### src/rtl/player_cmd_pkg.sv
// -----------------------------------------------------------------------------
// player_cmd_pkg
// Shared definitions for the player instruction-bus producer:
//   - opcode and direction constants of the 16-bit player instruction word
//   - field positions of the word ([15:12] opcode, [11:4] operand, [3:0] zero)
//   - issuer FSM state encoding
//   - helpers to build a word and to classify stat opcodes
// -----------------------------------------------------------------------------
package player_cmd_pkg;

   localparam int INSTR_W = 16;
   localparam int OP_W    = 4;
   localparam int ARG_W   = 8;
   localparam int ENTRY_W = 11;  // queued stat entry: {op[2:0], arg[7:0]}

   localparam int OP_MSB  = 15;
   localparam int OP_LSB  = 12;
   localparam int ARG_MSB = 11;
   localparam int ARG_LSB = 4;

   localparam logic [3:0] OP_NOP     = 4'd0;
   localparam logic [3:0] OP_HEAL    = 4'd1;
   localparam logic [3:0] OP_DMG     = 4'd2;
   localparam logic [3:0] OP_ATK_ADD = 4'd3;
   localparam logic [3:0] OP_ATK_SET = 4'd4;
   localparam logic [3:0] OP_MOVE    = 4'd5;
   localparam logic [3:0] OP_HP_SET  = 4'd6;

   localparam logic [1:0] DIR_UP    = 2'd0;
   localparam logic [1:0] DIR_LEFT  = 2'd1;
   localparam logic [1:0] DIR_DOWN  = 2'd2;
   localparam logic [1:0] DIR_RIGHT = 2'd3;

   localparam logic [15:0] INSTR_NOP = 16'h0000;

   typedef enum logic [1:0] {
      ST_IDLE      = 2'd0,
      ST_STAT      = 2'd1,
      ST_MOVE_HOLD = 2'd2
   } issuer_state_e;

   // Assemble an instruction word; the low nibble is always zero.
   function automatic logic [15:0] build_instr(input logic [3:0] op,
                                               input logic [7:0] arg);
      logic [15:0] w;
      w                  = INSTR_NOP;
      w[OP_MSB:OP_LSB]   = op;
      w[ARG_MSB:ARG_LSB] = arg;
      return w;
   endfunction

   // True for opcodes the player evaluates every clk edge (heal, damage,
   // attack add/set, hp set). NOP and MOVE are not valid stat requests.
   function automatic logic is_stat_op(input logic [2:0] op);
      logic ok;
      case (op)
         3'd1, 3'd2, 3'd3, 3'd4, 3'd6: ok = 1'b1;
         default:                      ok = 1'b0;
      endcase
      return ok;
   endfunction

endpackage

### src/rtl/cmd_fifo.sv
// -----------------------------------------------------------------------------
// cmd_fifo
// Synchronous FIFO holding pending stat requests. Flags come from the
// registered occupancy only, so a push while full is refused even when a pop
// happens in the same cycle, and a pushed entry is poppable one cycle later.
// Ports:
//   clk, rst_n        clock, asynchronous active-low reset
//   push_i, wdata_i   write request and data (ignored when full)
//   pop_i             read request (ignored when empty)
//   rdata_o           head entry (valid when !empty_o)
//   full_o, empty_o   occupancy flags
// -----------------------------------------------------------------------------
module cmd_fifo #(
   parameter int DEPTH = 4,
   parameter int WIDTH = 11
) (
   input  logic             clk,
   input  logic             rst_n,
   input  logic             push_i,
   input  logic [WIDTH-1:0] wdata_i,
   input  logic             pop_i,
   output logic [WIDTH-1:0] rdata_o,
   output logic             full_o,
   output logic             empty_o
);

   localparam int PTR_W = (DEPTH > 1) ? $clog2(DEPTH) : 1;
   localparam int CNT_W = $clog2(DEPTH + 1);

   logic [WIDTH-1:0] mem_q [DEPTH];
   logic [PTR_W-1:0] wr_ptr_q;
   logic [PTR_W-1:0] rd_ptr_q;
   logic [CNT_W-1:0] cnt_q;
   logic [CNT_W-1:0] cnt_d;
   logic             push_ok_s;
   logic             pop_ok_s;

   assign full_o    = (cnt_q == CNT_W'(DEPTH));
   assign empty_o   = (cnt_q == {CNT_W{1'b0}});
   assign push_ok_s = push_i & ~full_o;
   assign pop_ok_s  = pop_i & ~empty_o;
   assign rdata_o   = mem_q[rd_ptr_q];

   // Next occupancy from the accepted push/pop pair.
   always_comb begin
      cnt_d = cnt_q;
      case ({push_ok_s, pop_ok_s})
         2'b10:   cnt_d = cnt_q + CNT_W'(1);
         2'b01:   cnt_d = cnt_q - CNT_W'(1);
         default: cnt_d = cnt_q;
      endcase
   end

   // Storage write; contents need no reset because the count gates reads.
   always_ff @(posedge clk) begin
      if (push_ok_s) begin
         mem_q[wr_ptr_q] <= wdata_i;
      end
   end

   // Pointers wrap naturally since DEPTH is a power of two.
   always_ff @(posedge clk or negedge rst_n) begin
      if (!rst_n) begin
         wr_ptr_q <= {PTR_W{1'b0}};
         rd_ptr_q <= {PTR_W{1'b0}};
         cnt_q    <= {CNT_W{1'b0}};
      end else begin
         if (push_ok_s) begin
            wr_ptr_q <= wr_ptr_q + PTR_W'(1);
         end
         if (pop_ok_s) begin
            rd_ptr_q <= rd_ptr_q + PTR_W'(1);
         end
         cnt_q <= cnt_d;
      end
   end

endmodule

### src/rtl/player_cmd_issuer.sv
// -----------------------------------------------------------------------------
// player_cmd_issuer
// Producer end of the 16-bit player instruction bus. Stat requests are queued
// and emitted one clk cycle each, always followed by a NOP cycle, because the
// player evaluates them every clk edge. Moves are only evaluated on the 10 Hz
// edge, so a move word is held until slow_edge has been seen (or a timeout).
// Ports:
//   clk, rst_n                 clock, asynchronous active-low reset
//   slow_edge                  pulse in the cycle after each clk_10hz rise
//   move_valid/move_dir        move request, move_ready handshake
//   stat_valid/stat_op/arg     stat request, stat_ready = queue not full
//   instruction                registered instruction word
//   busy                       not idle or requests pending
//   err_drop                   pulse: illegal stat_op discarded
//   move_timeout               pulse: move aborted without slow_edge
// -----------------------------------------------------------------------------
module player_cmd_issuer
   import player_cmd_pkg::*;
#(
   parameter int FIFO_DEPTH   = 4,
   parameter int MOVE_TIMEOUT = 10000000,
   parameter int TMR_W        = 24
) (
   input  logic        clk,
   input  logic        rst_n,
   input  logic        slow_edge,
   input  logic        move_valid,
   input  logic [1:0]  move_dir,
   output logic        move_ready,
   input  logic        stat_valid,
   input  logic [2:0]  stat_op,
   input  logic [7:0]  stat_arg,
   output logic        stat_ready,
   output logic [15:0] instruction,
   output logic        busy,
   output logic        err_drop,
   output logic        move_timeout
);

   localparam logic [TMR_W-1:0] TMR_LAST = TMR_W'(MOVE_TIMEOUT - 1);

   issuer_state_e      state_q;
   logic [15:0]        instr_q;
   logic [TMR_W-1:0]   timer_q;
   logic               move_timeout_q;
   logic               err_drop_q;

   logic               fifo_full_s;
   logic               fifo_empty_s;
   logic [ENTRY_W-1:0] fifo_head_s;
   logic               stat_fire_s;
   logic               stat_push_s;
   logic               stat_pop_s;

   assign stat_ready  = ~fifo_full_s;
   assign stat_fire_s = stat_valid & ~fifo_full_s;
   assign stat_push_s = stat_fire_s & is_stat_op(stat_op);
   // Stats have strict priority: pop whenever idle with anything queued.
   assign stat_pop_s  = (state_q == ST_IDLE) & ~fifo_empty_s;
   assign move_ready  = (state_q == ST_IDLE) & fifo_empty_s;

   assign instruction  = instr_q;
   assign move_timeout = move_timeout_q;
   assign err_drop     = err_drop_q;
   assign busy         = (state_q != ST_IDLE) | ~fifo_empty_s;

   cmd_fifo #(
      .DEPTH (FIFO_DEPTH),
      .WIDTH (ENTRY_W)
   ) u_cmd_fifo (
      .clk     (clk),
      .rst_n   (rst_n),
      .push_i  (stat_push_s),
      .wdata_i ({stat_op, stat_arg}),
      .pop_i   (stat_pop_s),
      .rdata_o (fifo_head_s),
      .full_o  (fifo_full_s),
      .empty_o (fifo_empty_s)
   );

   // Flag an accepted stat request whose opcode is not a stat op.
   always_ff @(posedge clk or negedge rst_n) begin
      if (!rst_n) begin
         err_drop_q <= 1'b0;
      end else begin
         err_drop_q <= stat_fire_s & ~is_stat_op(stat_op);
      end
   end

   // Issuer FSM: word framing, move hold timer and timeout pulse.
   always_ff @(posedge clk or negedge rst_n) begin
      if (!rst_n) begin
         state_q        <= ST_IDLE;
         instr_q        <= INSTR_NOP;
         timer_q        <= {TMR_W{1'b0}};
         move_timeout_q <= 1'b0;
      end else begin
         move_timeout_q <= 1'b0;
         case (state_q)
            ST_IDLE: begin
               if (!fifo_empty_s) begin
                  instr_q <= build_instr({1'b0, fifo_head_s[10:8]}, fifo_head_s[7:0]);
                  state_q <= ST_STAT;
               end else if (move_valid) begin
                  instr_q <= build_instr(OP_MOVE, {6'b000000, move_dir});
                  timer_q <= {TMR_W{1'b0}};
                  state_q <= ST_MOVE_HOLD;
               end else begin
                  instr_q <= INSTR_NOP;
               end
            end
            ST_STAT: begin
               // Exactly one cycle of stat word, then a guaranteed NOP cycle.
               instr_q <= INSTR_NOP;
               state_q <= ST_IDLE;
            end
            ST_MOVE_HOLD: begin
               // slow_edge in the acceptance cycle is never seen here, so a
               // full 10 Hz period is always spanned by the held word.
               if (slow_edge) begin
                  instr_q <= INSTR_NOP;
                  state_q <= ST_IDLE;
               end else if (timer_q == TMR_LAST) begin
                  instr_q        <= INSTR_NOP;
                  move_timeout_q <= 1'b1;
                  state_q        <= ST_IDLE;
               end else begin
                  timer_q <= timer_q + TMR_W'(1);
               end
            end
            default: begin
               instr_q <= INSTR_NOP;
               timer_q <= {TMR_W{1'b0}};
               state_q <= ST_IDLE;
            end
         endcase
      end
   end

endmodule
### config.mk
export PLATFORM = sky130hd
export DESIGN_NAME = player_cmd_issuer
export DESIGN_NICKNAME = d
export VERILOG_FILES = /design/src/rtl/player_cmd_pkg.sv /design/src/rtl/cmd_fifo.sv /design/src/rtl/player_cmd_issuer.sv
export SDC_FILE = /design/constraint.sdc
export NUM_CORES = 1
export LEC_CHECK = 0
export CAP_MARGIN = 20
export CELL_PAD_IN_SITES_DETAIL_PLACEMENT = 1
export CELL_PAD_IN_SITES_GLOBAL_PLACEMENT = 2
export CORE_MARGIN = 10
export CORE_UTILIZATION = 41
export CTS_BUF_LIST = sky130_fd_sc_hd__clkbuf_16
export DETAILED_ROUTE_END_ITERATION = 6
export DONT_BUFFER_PORTS = 1
export PLACE_DENSITY = 0.75
export SYNTH_ARGS = -nofsm -noshare
export SYNTH_HDL_FRONTEND = slang
export SYNTH_HIERARCHICAL = 1
export SYNTH_SLANG_ARGS = --single-unit
export TNS_END_PERCENT = 5
### constraint.sdc
create_clock -name clk -period 2.9 [get_ports clk]
set_input_delay 0.725 -clock clk [delete_from_list [all_inputs] [get_ports clk]]
set_output_delay 0.725 -clock clk [all_outputs]
set_load 0.02 [all_outputs]
==> impl_metrics.csv <==
group,metric,value,unit
clocking,cts.reportedPaths.clkPinSlew,70,ps
finish,layoutNonFillerInstCount,468,
detailed_routing,drt_wl_total,9.746,mm
synth,synth_ff_type,"dfrtp_1",
power_and_ir_drop,power_leakage,0.001812,uW
detailed_routing,ant_nets,0,
placement,gp_congestion,0.7311,
hold_path,holdCritPathClass,"in -> async",
critical_path,worstPathArrival,2900,ps
finish,drive_above_1_share,18.21,%
synth,yosys_warnings,6,
clocking,clock_latency,340,ps
finish,nets,355,
floorplan,dieHeight,120.9,um
clocking,cts_resized,0,
power_and_ir_drop,ir_drop,0.5597,mV
finish,utilization,46.83,%
critical_path,cp-start-kind,"flip-flop",
timing,tightest_slew,858.7,ps
run,drv_cap,0,
timing,slew_headroom,42.65,%
timing,tns,0,ps
detailed_routing,first_pass_iters,4,
power_and_ir_drop,totalPowerFinal,4213,uW
detailed_routing,viasPerCell,5.754,
finish,nFillCells,998,
timing,slew_violations,0,
synth,synth_cell_types,62,
global_routing,track_usage,14.03,%
timing,fin_crit_sh,91.02,%
synth,ys_seq_elements,90,
global_routing,grt_max_degree,47,
timing,fmax,378.9,MHz
critical_path,critPathRequiredTime,3160,ps
critical_path,path_class,"reg -> reg",
synth,ys_async_sr_fraction,51.11,%
synth,syn_inst,325,
timing,final.min_clock_period,2640,ps
clocking,cts_max_level,3,
global_routing,grt.busiest_layer,"met2",
critical_path,cpPeakStageDelay,450,ps
critical_path,cp_num_buf_inv,4,
synth,synth-compound-area-share,10.35,%
critical_path,cpMostUsedCell,"inv_1",
synth,yosys-mux-area-fraction,6.809,%
synth,yosysMostFrequentCell,"dfrtp_1",
synth,synth_top_family_by_area,"simple AND/OR/NAND/NOR gates",
synth,synth_area,0.004172,mm2
global_routing,grt-ovfl-total,0,
floorplan,die_w,120.9,um
global_routing,grt_pass1_wl,16.21,mm
detailed_routing,vias,2693,
synth,synth_top_cells_by_count,"dfrtp_1 (46), edfxtp_1 (44), nand2_1 (32)",
detailed_routing,avgRoutedWirePerCell,20.82,um
synth,synth_area_leaders,"edfxtp_1 (32%), dfrtp_1 (28%), mux4_2 (5.9%)",
placement,portBuffers,0,
synth,synth-simple-area-share,16.50,%
floorplan,core,0.009864,mm2
floorplan,initial_core_util,42.29,%
floorplan,row_count,36,
global_routing,use_met2,22.21,%
clocking,cts-root-buf,"clkbuf_16",
placement,dp.cells,452,
floorplan,die_area,0.01461,mm2
clocking,ctsHoldBuffers,0,
finish,diodes,0,
finish,area_growth,10.74,%
timing,hold_viol_final,0,
timing,fin_skew,7.652,ps
clocking,clock-sinks,90,
status,outcome,"completed",
synth,synthAdderAreaFrac,2.280,%
detailed_routing,drc,0,
clocking,post-cts-setup-buffers,0,
critical_path,worst_path_max_delay_cell,"or3b_4",
synth,synth_seq_area_share,59.27,%
clocking,cts_made_buffers,9,
global_routing,antenna_found_initial,0,
placement,hpwl,6.415,mm
clocking,cts_tree,"yes",
timing,setup_viol,0,
synth,yosys.area.top_type,"edfxtp_1",
synth,synth_area_per_cell,12.84,um2
power_and_ir_drop,power.density,911.9,mW/mm2
global_routing,use_met1,18.12,%
global_routing,grt_use_met3,4.421,%
synth,synth-xor-area-share,1.260,%
critical_path,crit_chain,"or3b_4 > inv_1 > inv_1 > and3_1 > and2_4 > inv_1 > ha_1 > inv_1 > fa_1 > xor2_1 > nor2_1 > xor2_1",
synth,yosysTopAreaCellShare,31.67,%
timing,rsz0062_at_grt,"no",
floorplan,io_pins,39,
detailed_routing,drt_iter0_drc,182,
clocking,clockBufferDepth,2,
synth,synth_edf_count,44,
critical_path,worstSetupEndpointType,"flip-flop",
critical_path,path_delay_family,"simple AND/OR/NAND/NOR gates",
critical_path,cp_max_fo,6,
global_routing,grt_pass1_vias,2918,
through the flow:
step,instance area [um2],setup WS (ps),hold slack (ps)
floorplan,4187,462.1,429.4
global placement,4315,345.1,431.0
detailed placement,4315,248.0,431.0
CTS,4619,222.7,64.01
global route,4619,73.22,52.95
finish,4619,260.5,74.82
registers in the layout, summed over array words and instances (netlist names):
signal	count
u_cmd_fifo/mem_q	44
instruction	11
u_cmd_fifo/rd_ptr_q	2
timer_q	24
err_drop	1
move_timeout	1
u_cmd_fifo/wr_ptr_q	2
u_cmd_fifo/cnt_q	3
state_q	2
final timing paths:
path / from / end / slack (ps) / cells past startpoint
max in group asynchronous: rst_n / instruction[14]$_DFFE_PN0P_ / 2720 / 0
worst min register to register: timer_q[22]$_DFFE_PN0P_ / timer_q[22]$_DFFE_PN0P_ / 520 / 1
worst max-delay path: u_cmd_fifo/cnt_q[0]$_DFFE_PN0P_ / u_cmd_fifo/cnt_q[2]$_DFFE_PN0P_ / 260 / 12
worst min-delay path: rst_n / instruction[8]$_DFFE_PN0P_ / 70 / 0
worst max register to register: u_cmd_fifo/cnt_q[0]$_DFFE_PN0P_ / u_cmd_fifo/cnt_q[2]$_DFFE_PN0P_ / 260 / 12
min in group clk: slow_edge / move_timeout$_DFF_PN0_ / 450 / 1
metal layers:
| metal | share of wire [%] | wire length, um |
|---|---|---|
| met1 | 46 | 4499 |
| met3 | 4.9 | 476 |
| met4 | 1.0 | 101 |
| met2 | 48 | 4669 |
| met5 | 0 | 0 |
final cells by class:
type                    instances  area, um2  area share [%]
repair buffers                  8      60.06           1.300
clock buffers                   9      225.2           4.875
inverters                      11      41.29          0.8938
flip-flops and latches         90       2472           53.52
well taps                     133      166.4           3.602
multi-input cells             210       1575           34.10
clock inverters                 7      78.83           1.706
kinds of logic after synthesis:
group | Yosys count
xor gates and xnor gates | 6
and+or+nand+nor | 120
AOI/OAI and AO/OA | 58
muxes | 14
other | 1
adders and majority gates | 7
DFF | 90
buffers and inverters | 29
cell usage in the layout (no fill, tap or decap), types with 4 or more instances in the layout:
cell type	instances
o211ai_1	5
o21ai_0	9
conb_1	5
a31oi_1	6
buf_4	8
edfxtp_1	44
dfrtp_1	46
inv_1	12
nand4_1	4
a22oi_1	4
a22o_1	9
nor3b_1	4
nor3_1	7
clkbuf_16	9
a21oi_1	5
or4_1	5
nor4_1	4
nand2_1	32
nand3_1	21
and3_2	4
ha_1	6
and3_1	5
mux4_2	11
nor2_1	11
a31o_2	5
report_power, final:
part	switching [uW]	internal, uW
sequential	340	1620
combinational	532	522
clock	520	678
total	1390	2820
Power figures use the tool's default switching activity.
